<file path="src/rtl/fetch_sequencer.sv">
// Instruction-fetch sequencer: owns the PC, drives a 1-cycle-latency imem, delivers inst/PC via a
// 2-entry valid/ready buffer. Optional perf counters are built when FETCH_PERF_EN is defined.
module fetch_sequencer #(
    parameter int unsigned         PC_WIDTH = 32,
    parameter logic [PC_WIDTH-1:0] RESET_PC = '0,
    parameter logic [PC_WIDTH-1:0] PC_STEP  = PC_WIDTH'(1)
) (
    input  logic                clk,
    input  logic                rst_n,
    output logic [PC_WIDTH-1:0] imem_addr,
    input  logic [31:0]         imem_rdata,
    input  logic                redirect_valid,
    input  logic [PC_WIDTH-1:0] redirect_pc,
    input  logic                halt_req,
    output logic                halted,
    output logic                out_valid,
    input  logic                out_ready,
    output logic [31:0]         out_inst,
    output logic [PC_WIDTH-1:0] out_pc,
    output logic [31:0]         perf_fetched,
    output logic [31:0]         perf_squashed
);

    typedef enum logic [1:0] {StBoot, StRun, StHalting, StHalted} state_e;

    state_e              state_q, state_d;
    logic [PC_WIDTH-1:0] fetch_pc_q, fetch_pc_d;
    logic                inflight_q, inflight_d;
    logic [PC_WIDTH-1:0] inflight_pc_q, inflight_pc_d;
    logic [31:0]         inst_q [2];
    logic [31:0]         inst_d [2];
    logic [PC_WIDTH-1:0] pc_q [2];
    logic [PC_WIDTH-1:0] pc_d [2];
    logic [1:0]          count_q, count_d;

    logic       pop, issue, push;
    logic [1:0] occupancy, wr_idx;

    assign out_valid = (count_q != 2'd0);
    assign out_inst  = inst_q[0];
    assign out_pc    = pc_q[0];
    assign halted    = (state_q == StHalted);
    assign pop       = out_valid & out_ready;
    assign imem_addr = redirect_valid ? redirect_pc : fetch_pc_q;
    // Entries that will still be held after this cycle, before any new issue.
    assign occupancy = count_q + {1'b0, inflight_q} - {1'b0, pop};
    // A redirect squashes the word returning this cycle.
    assign push      = inflight_q & ~redirect_valid;

    always_comb begin
        state_d = state_q;
        issue   = 1'b0;
        case (state_q)
            StBoot:    state_d = halt_req ? StHalting : StRun;
            StRun: begin
                if (halt_req) begin
                    state_d = StHalting;
                end else begin
                    issue = redirect_valid || (occupancy <= 2'd1);
                end
            end
            StHalting: if (!inflight_q) state_d = StHalted;
            StHalted:  if (!halt_req) state_d = StRun;
            default:   state_d = StBoot;
        endcase
    end

    always_comb begin
        fetch_pc_d    = fetch_pc_q;
        inflight_d    = issue;
        inflight_pc_d = inflight_pc_q;
        if (issue) begin
            fetch_pc_d    = imem_addr + PC_STEP;
            inflight_pc_d = imem_addr;
        end else if (redirect_valid) begin
            fetch_pc_d = redirect_pc;
        end
    end

    always_comb begin
        inst_d  = inst_q;
        pc_d    = pc_q;
        count_d = count_q;
        wr_idx  = pop ? count_q - 2'd1 : count_q;
        if (redirect_valid) begin
            count_d = 2'd0;
        end else begin
            if (pop) begin
                inst_d[0] = inst_q[1];
                pc_d[0]   = pc_q[1];
            end
            if (push) begin
                inst_d[wr_idx[0]] = imem_rdata;
                pc_d[wr_idx[0]]   = inflight_pc_q;
            end
            count_d = wr_idx + {1'b0, push};
        end
    end

    always_ff @(posedge clk or negedge rst_n) begin
        if (!rst_n) begin
            state_q       <= StBoot;
            fetch_pc_q    <= RESET_PC;
            inflight_q    <= 1'b0;
            inflight_pc_q <= '0;
            count_q       <= 2'd0;
            inst_q[0]     <= '0;
            inst_q[1]     <= '0;
            pc_q[0]       <= '0;
            pc_q[1]       <= '0;
        end else begin
            state_q       <= state_d;
            fetch_pc_q    <= fetch_pc_d;
            inflight_q    <= inflight_d;
            inflight_pc_q <= inflight_pc_d;
            count_q       <= count_d;
            inst_q        <= inst_d;
            pc_q          <= pc_d;
        end
    end

`ifdef FETCH_PERF_EN
    logic [31:0] fetched_q, squashed_q, discarded;

    // The entry popped in a redirect cycle is delivered, not discarded.
    assign discarded = 32'(count_q) - 32'(pop) + 32'(inflight_q);

    always_ff @(posedge clk or negedge rst_n) begin
        if (!rst_n) begin
            fetched_q  <= '0;
            squashed_q <= '0;
        end else begin
            fetched_q <= fetched_q + 32'(pop);
            if (redirect_valid) squashed_q <= squashed_q + discarded;
        end
    end

    assign perf_fetched  = fetched_q;
    assign perf_squashed = squashed_q;
`else
    assign perf_fetched  = '0;
    assign perf_squashed = '0;
`endif

endmodule

</file>
<file path="config.mk">
export PLATFORM = sky130hd
export DESIGN_NAME = fetch_sequencer
export DESIGN_NICKNAME = d
export VERILOG_FILES = /design/src/rtl/fetch_sequencer.sv
export SDC_FILE = /design/constraint.sdc
export NUM_CORES = 1
export LEC_CHECK = 0
export CORE_MARGIN = 2
export CORE_UTILIZATION = 46
export CTS_CLUSTER_DIAMETER = 60
export DETAILED_ROUTE_END_ITERATION = 8
export PLACE_DENSITY = 0.77
export SYNTH_ARGS = -nofsm -noshare
export SYNTH_HDL_FRONTEND = slang
export SYNTH_SLANG_ARGS = --single-unit
</file>
<file path="constraint.sdc">
create_clock -name clk -period 2.4 [get_ports clk]
set_input_delay 0.6 -clock clk [delete_from_list [all_inputs] [get_ports clk]]
set_output_delay 0.6 -clock clk [all_outputs]
set_load 0.02 [all_outputs]
</file>
# Word level (Yosys, flattened, before mapping)
# Cells that the tools add are included.
[word_totals] output_inout_bits=162 in_bits=69 elab_cells=54 regBits=197
[op_classes] n_reduce_logical=6 order_cmp=3 n_mux=21 bitwise=4 n_eq_ne=6 n_addsub=5
[op_table] op="$mux W32" n=7
[op_table] op="$bwmux W64" n=2
[op_table] op="$mux W64" n=2
[op_table] op="$add A32 B1 Y32 const B" n=1
[op_table] op="$demux W32 S1" n=1
[op_table] op="$mux W2" n=6
[op_table] op="$pmux W2 S4" n=1
[op_table] op="$ne A2 B2 Y1 const B" n=3
[op_table] op="$add A2 B1 Y2" n=2
[op_table] op="$eq A2 B2 Y1 const B" n=2
[op_table] op="$reduce_and A3 Y1" n=1
[op_table] op="$and A1 B1 Y1" n=2
[op_table] op="$eq A2 B1 Y1 const B" n=1
[op_table] op="$ge A2 B2 Y1 const B" n=1
[op_table] op="$le A2 B1 Y1 const B" n=1
[op_table] op="$logic_not A2 Y1" n=1
[op_table] op="$lt A2 B1 Y1 const B" n=1
[op_table] op="$mux W1" n=2
[op_table] op="$not A1 Y2" n=1
[op_table] op="$reduce_and A2 Y1" n=1
[op_table] op="$reduce_bool A2 Y1" n=1
[op_table] op="$sub A2 B1 Y2" n=1
[op_table] op="$sub A2 B1 Y2 const B" n=1
[op_table] op="$logic_and A1 B1 Y1" n=1
[op_table] op="2 further kinds" n=2

# Depth between registers and ports, before layout
# Gate-level depths: netlist (run 1).
[depth] depth_word=10 depth_mapped=11

# Worst setup path before layout (run 1)
# OpenSTA, ideal clock, no wires.
[synth_timing] kind="input-to-reg" startpoint="input port redirect_valid" endpoint="register fetch_pc_q[18]" slack_ps=-432 cell_stages=10 setup_time_ps=128 t_arrival_ps=2704 path_buffers=4 cell_sequence="buf_4 buf_4 buf_2 buf_2 mux2i_1 inv_1 ha_1 nand3_1 or4_1 xnor2_1"
[synth_via] elab_cells_between_ends=6 cone_classes="1 x add/sub; 4 x mux; 1 x reduce/logical"
[synth_lines] item="start, declared" line_no="12" rtl="input logic redirect_valid,"
[synth_lines] item="$mux W32"
[synth_lines] item="via imem_addr[0]" line_no="10" rtl="output logic [PC_WIDTH-1:0] imem_addr,"
[synth_lines] item="$add A32 B1 Y32" line_no="73" rtl="fetch_pc_d = imem_addr + PC_STEP;"
[synth_lines] item="$mux W32" line_no="72" rtl="if (issue) begin"
[synth_lines] item="via fetch_pc_d[18]" line_no="27" rtl="logic [PC_WIDTH-1:0] fetch_pc_q, fetch_pc_d;"
[synth_lines] item="end signal, assigned" line_no="113" rtl="fetch_pc_q <= fetch_pc_d;"
[synth_lines] item="end, declared" line_no="27"
# The timed path passes the listed nets, and every way through them passes these cells.
# A chain may end at the register's enable or synchronous reset.

# Final worst setup path (run 1)
[layout_timing] startpoint="input port redirect_pc[24]" endpoint="output port imem_addr[24]"
[layout_via] elab_chain_cells=1
[layout_rtl] item="start, declared" line_no="13" rtl="input logic [PC_WIDTH-1:0] redirect_pc,"
[layout_rtl] item="$mux W32"
[layout_rtl] item="end, declared" line_no="10"
# No other way between the ends.

==> results by group, run 1 <==
Routing
  – Vias: 7,164
  – Antenna Nets Post-Route: 0
  – Initial DRC Count: 301
  – Drt pass-1 iters: 4
  – # DRC: 0
  – Vias per std cell: 5.26
  – Total routed wirelength: 23,700 µm
  – Routed len/inst: 17.4 µm

Layout
  – Antenna Cells: 0
  – Most frequent cells in the layout: 197 x dfrtp_1, 129 x o22a_1, 128 x clkdlybuf4s50_1
  – Reg area: 0.00493 mm²
  – Finished Layout Cells: 1,361
  – Most common cell after layout, fill and taps aside: dfrtp_1
  – Post-layout util: 60.3%
  – Nets@finish: 1,149
  – Fillcell total: 1,750
  – Footprint of the multi-input gates: 0.00402 mm²
  – Layout cell share with drive strength beyond 1: 22.5%
  – Area growth syn-to-layout: 27.9%

Place
  – Final RePlAce weighted congestion: 0.902
  – Placed Cells: 1,328
  – HPWL after detailed placement: 17,100 µm
  – IO buf count: 166

Timing
  – RSZ-0062 raised after global routing: yes
  – Setup TNS Final: 0 ps
  – Worst-Margin Slew: 560 ps
  – Crit path time final: 2360 ps
  – Setup violations, final: 0
  – Rel. slew slack: 62.7%
  – Final-report max-slew violation count: 0
  – Fmax: 425 MHz
  – Final hold violations: 0
  – Final period utilization: 98.1%
  – Worst Skew: 15.6 ps
  – Worst hold margin: 171 ps

Power and ir drop
  – Static Leakage: 0.00563 µW
  – Overall power: 14,100 µW
  – Max IR drop VDD: 0.000569 V
  – PD cells: 1110 mW/mm²

Global route
  – Grt ovf: 0
  – Total Routing Usage GR: 21.0%
  – Vias in the first global route: 7,201
  – Antenna violations before repair: 0
  – First-pass GRT wire length: 37,200 µm
  – Largest net degree at the start of global routing: 66

Synth
  – Mapped Cells: 885
  – Synth cell types: 45
  – Sequential fraction of the synthesis area: 49.6%
  – Yosys synthesis warning count: 0
  – Asr flop ratio synth: 100%
  – Post-synth EDFFs: 0
  – Most used DFF post-synth: dfrtp_1
  – Synthesized flop and latch total: 197
  – Area share of the largest cell type after synthesis: 49.6%
  – Largest area contributor in the netlist: dfrtp_1
  – Synth area leaders: dfrtp_1 50%, o22a_1 11%, buf_4 10%, mux2_2 7.6%, mux2i_1 2.9%
  – Mapped cell area: 0.00994 mm²
  – Syn Area/Cell: 11.2 µm²

Job
  – Max-capacitance violation count: 0

Clock network
  – Clk buf depth: 2
  – Root buffer cell: clkbuf_16
  – Clock transition at path regs: 70 ps
  – Hold bufs inserted after CTS: 0
  – Clock Sinks: 197
  – CTS Buf Count: 17
  – CTS tree: done
  – CTS HTree Levels: 4
  – Clock Latency Late Sink: 440 ps

Worst setup path
  – Worst reg2reg startpoint: count_q[0]$_DFF_PN0_
  – Critical path data arrival time: 1760 ps
  – Worst setup EP type: output port
  – CP Max Fanout: 2
  – Critical Path Source: redirect_pc[24]
  – WS Path Type: primary input to output port
  – Req. time, crit path: 1800 ps
  – CP Launch Type: primary input

Die
  – # IOs: 231
  – Core Box Area: 0.0211 mm²
  – Die Wd: 151 µm
  – Die Y: 151 µm
  – Core Rows: 53
  – Initial Util: 47.1%
  – DIE AREA: 0.0228 mm²

Run status
  – Status: completed

Hold path
  – Hold Path Class: primary input to asynchronous set/reset pin
## critical path, stage by stage
cell and delay (ps):
clkdlybuf4s50_1 480, mux2i_2 230, inv_1 140, clkdlybuf4s15_1 310
## Yosys cell counts (all sizes together), types with 11 or more instances
cell type and number:
buf 147, mux2 67, clkbuf 33, dfrtp 197, nor2 17, xnor2 29
nor4 11, nand3 19, inv 36, o21ai 36, o22a 129, nand4 13
mux2i 29, nand2 59
## power by group
part           total [µW]  switching [µW]  internal [µW]
Sequential           5330             764           4570
Clock                2760            1380           1380
Combinational        6030            2870           3150
## area by class of cell
type	instances	area share, %
tap	275	2.71
sequential	197	38.8
timing repair buffer	286	21.4
multi-input combinational	535	31.6
clock buffer	18	3.38
clock inverter	14	1.04
inverter	36	1.06
## through the flow
step	setup slack (ps)	cell area [µm²]
after floorplan	-16.1	10200
after global placement	-404	12100
after detailed placement	-411	12100
after CTS	1.55	12700
after global routing	-30.9	12700
final	44.9	12700
## routing by layer
layer | wire, µm | up-vias | track usage [%]
met5 | 0 | - | 0
met4 | 557 | 0 | 7.24
met3 | 1370 | 35 | 3.67
met2 | 11100 | 266 | 34.5
met1 | 10700 | 3525 | 28.2
li1 | - | 3338 | -
## path summary, 6_finish.rpt
path	endpoint	slack, ps	cells after the start
setup / recovery	imem_addr[24]	40	4
hold / removal	asynchronous set/reset pin	170	1
min in group clk	out_inst[30]$_DFFE_PN0N_	500	1
max in group asynchronous	out_inst[1]$_DFFE_PN0N_	1570	2
hold reg to reg	out_inst[30]$_DFFE_PN0N_	500	1
setup reg to reg	fetch_pc_q[18]$_DFF_PN0_	100	8
## kinds of logic after synthesis
family	share of synthesized area [%]
xor gates and xnor gates	2.73
DFF	49.6
other	0.0377
and+or+nand+nor	7.50
AOI/OAI and AO/OA	15.3
buffers and inverters	13.4
adders and majority gates	0.881
muxes	10.5
## timing repair
| action | in CTS | in global routing |
|---|---|---|
| pin swaps | 0 | 1 |
| buffers inserted | 0 | 1 |
| endpoints found under the setup margin | 33 | 19 |
| resized for setup | 39 | 7 |
Note: power is estimated with default switching activity, not from simulation.
==> inputs of run 2 (changes only) <==
--- a/config.mk
+++ b/config.mk
@@ -10,6 +10,7 @@
 export CTS_CLUSTER_DIAMETER = 60
 export DETAILED_ROUTE_END_ITERATION = 8
 export PLACE_DENSITY = 0.77
+export SLEW_MARGIN = 20
 export SYNTH_ARGS = -nofsm -noshare
 export SYNTH_HDL_FRONTEND = slang
 export SYNTH_SLANG_ARGS = --single-unit
==> results of run 2 <==
Same layout as run 1: the final DEF is identical, and so are final timing and power.
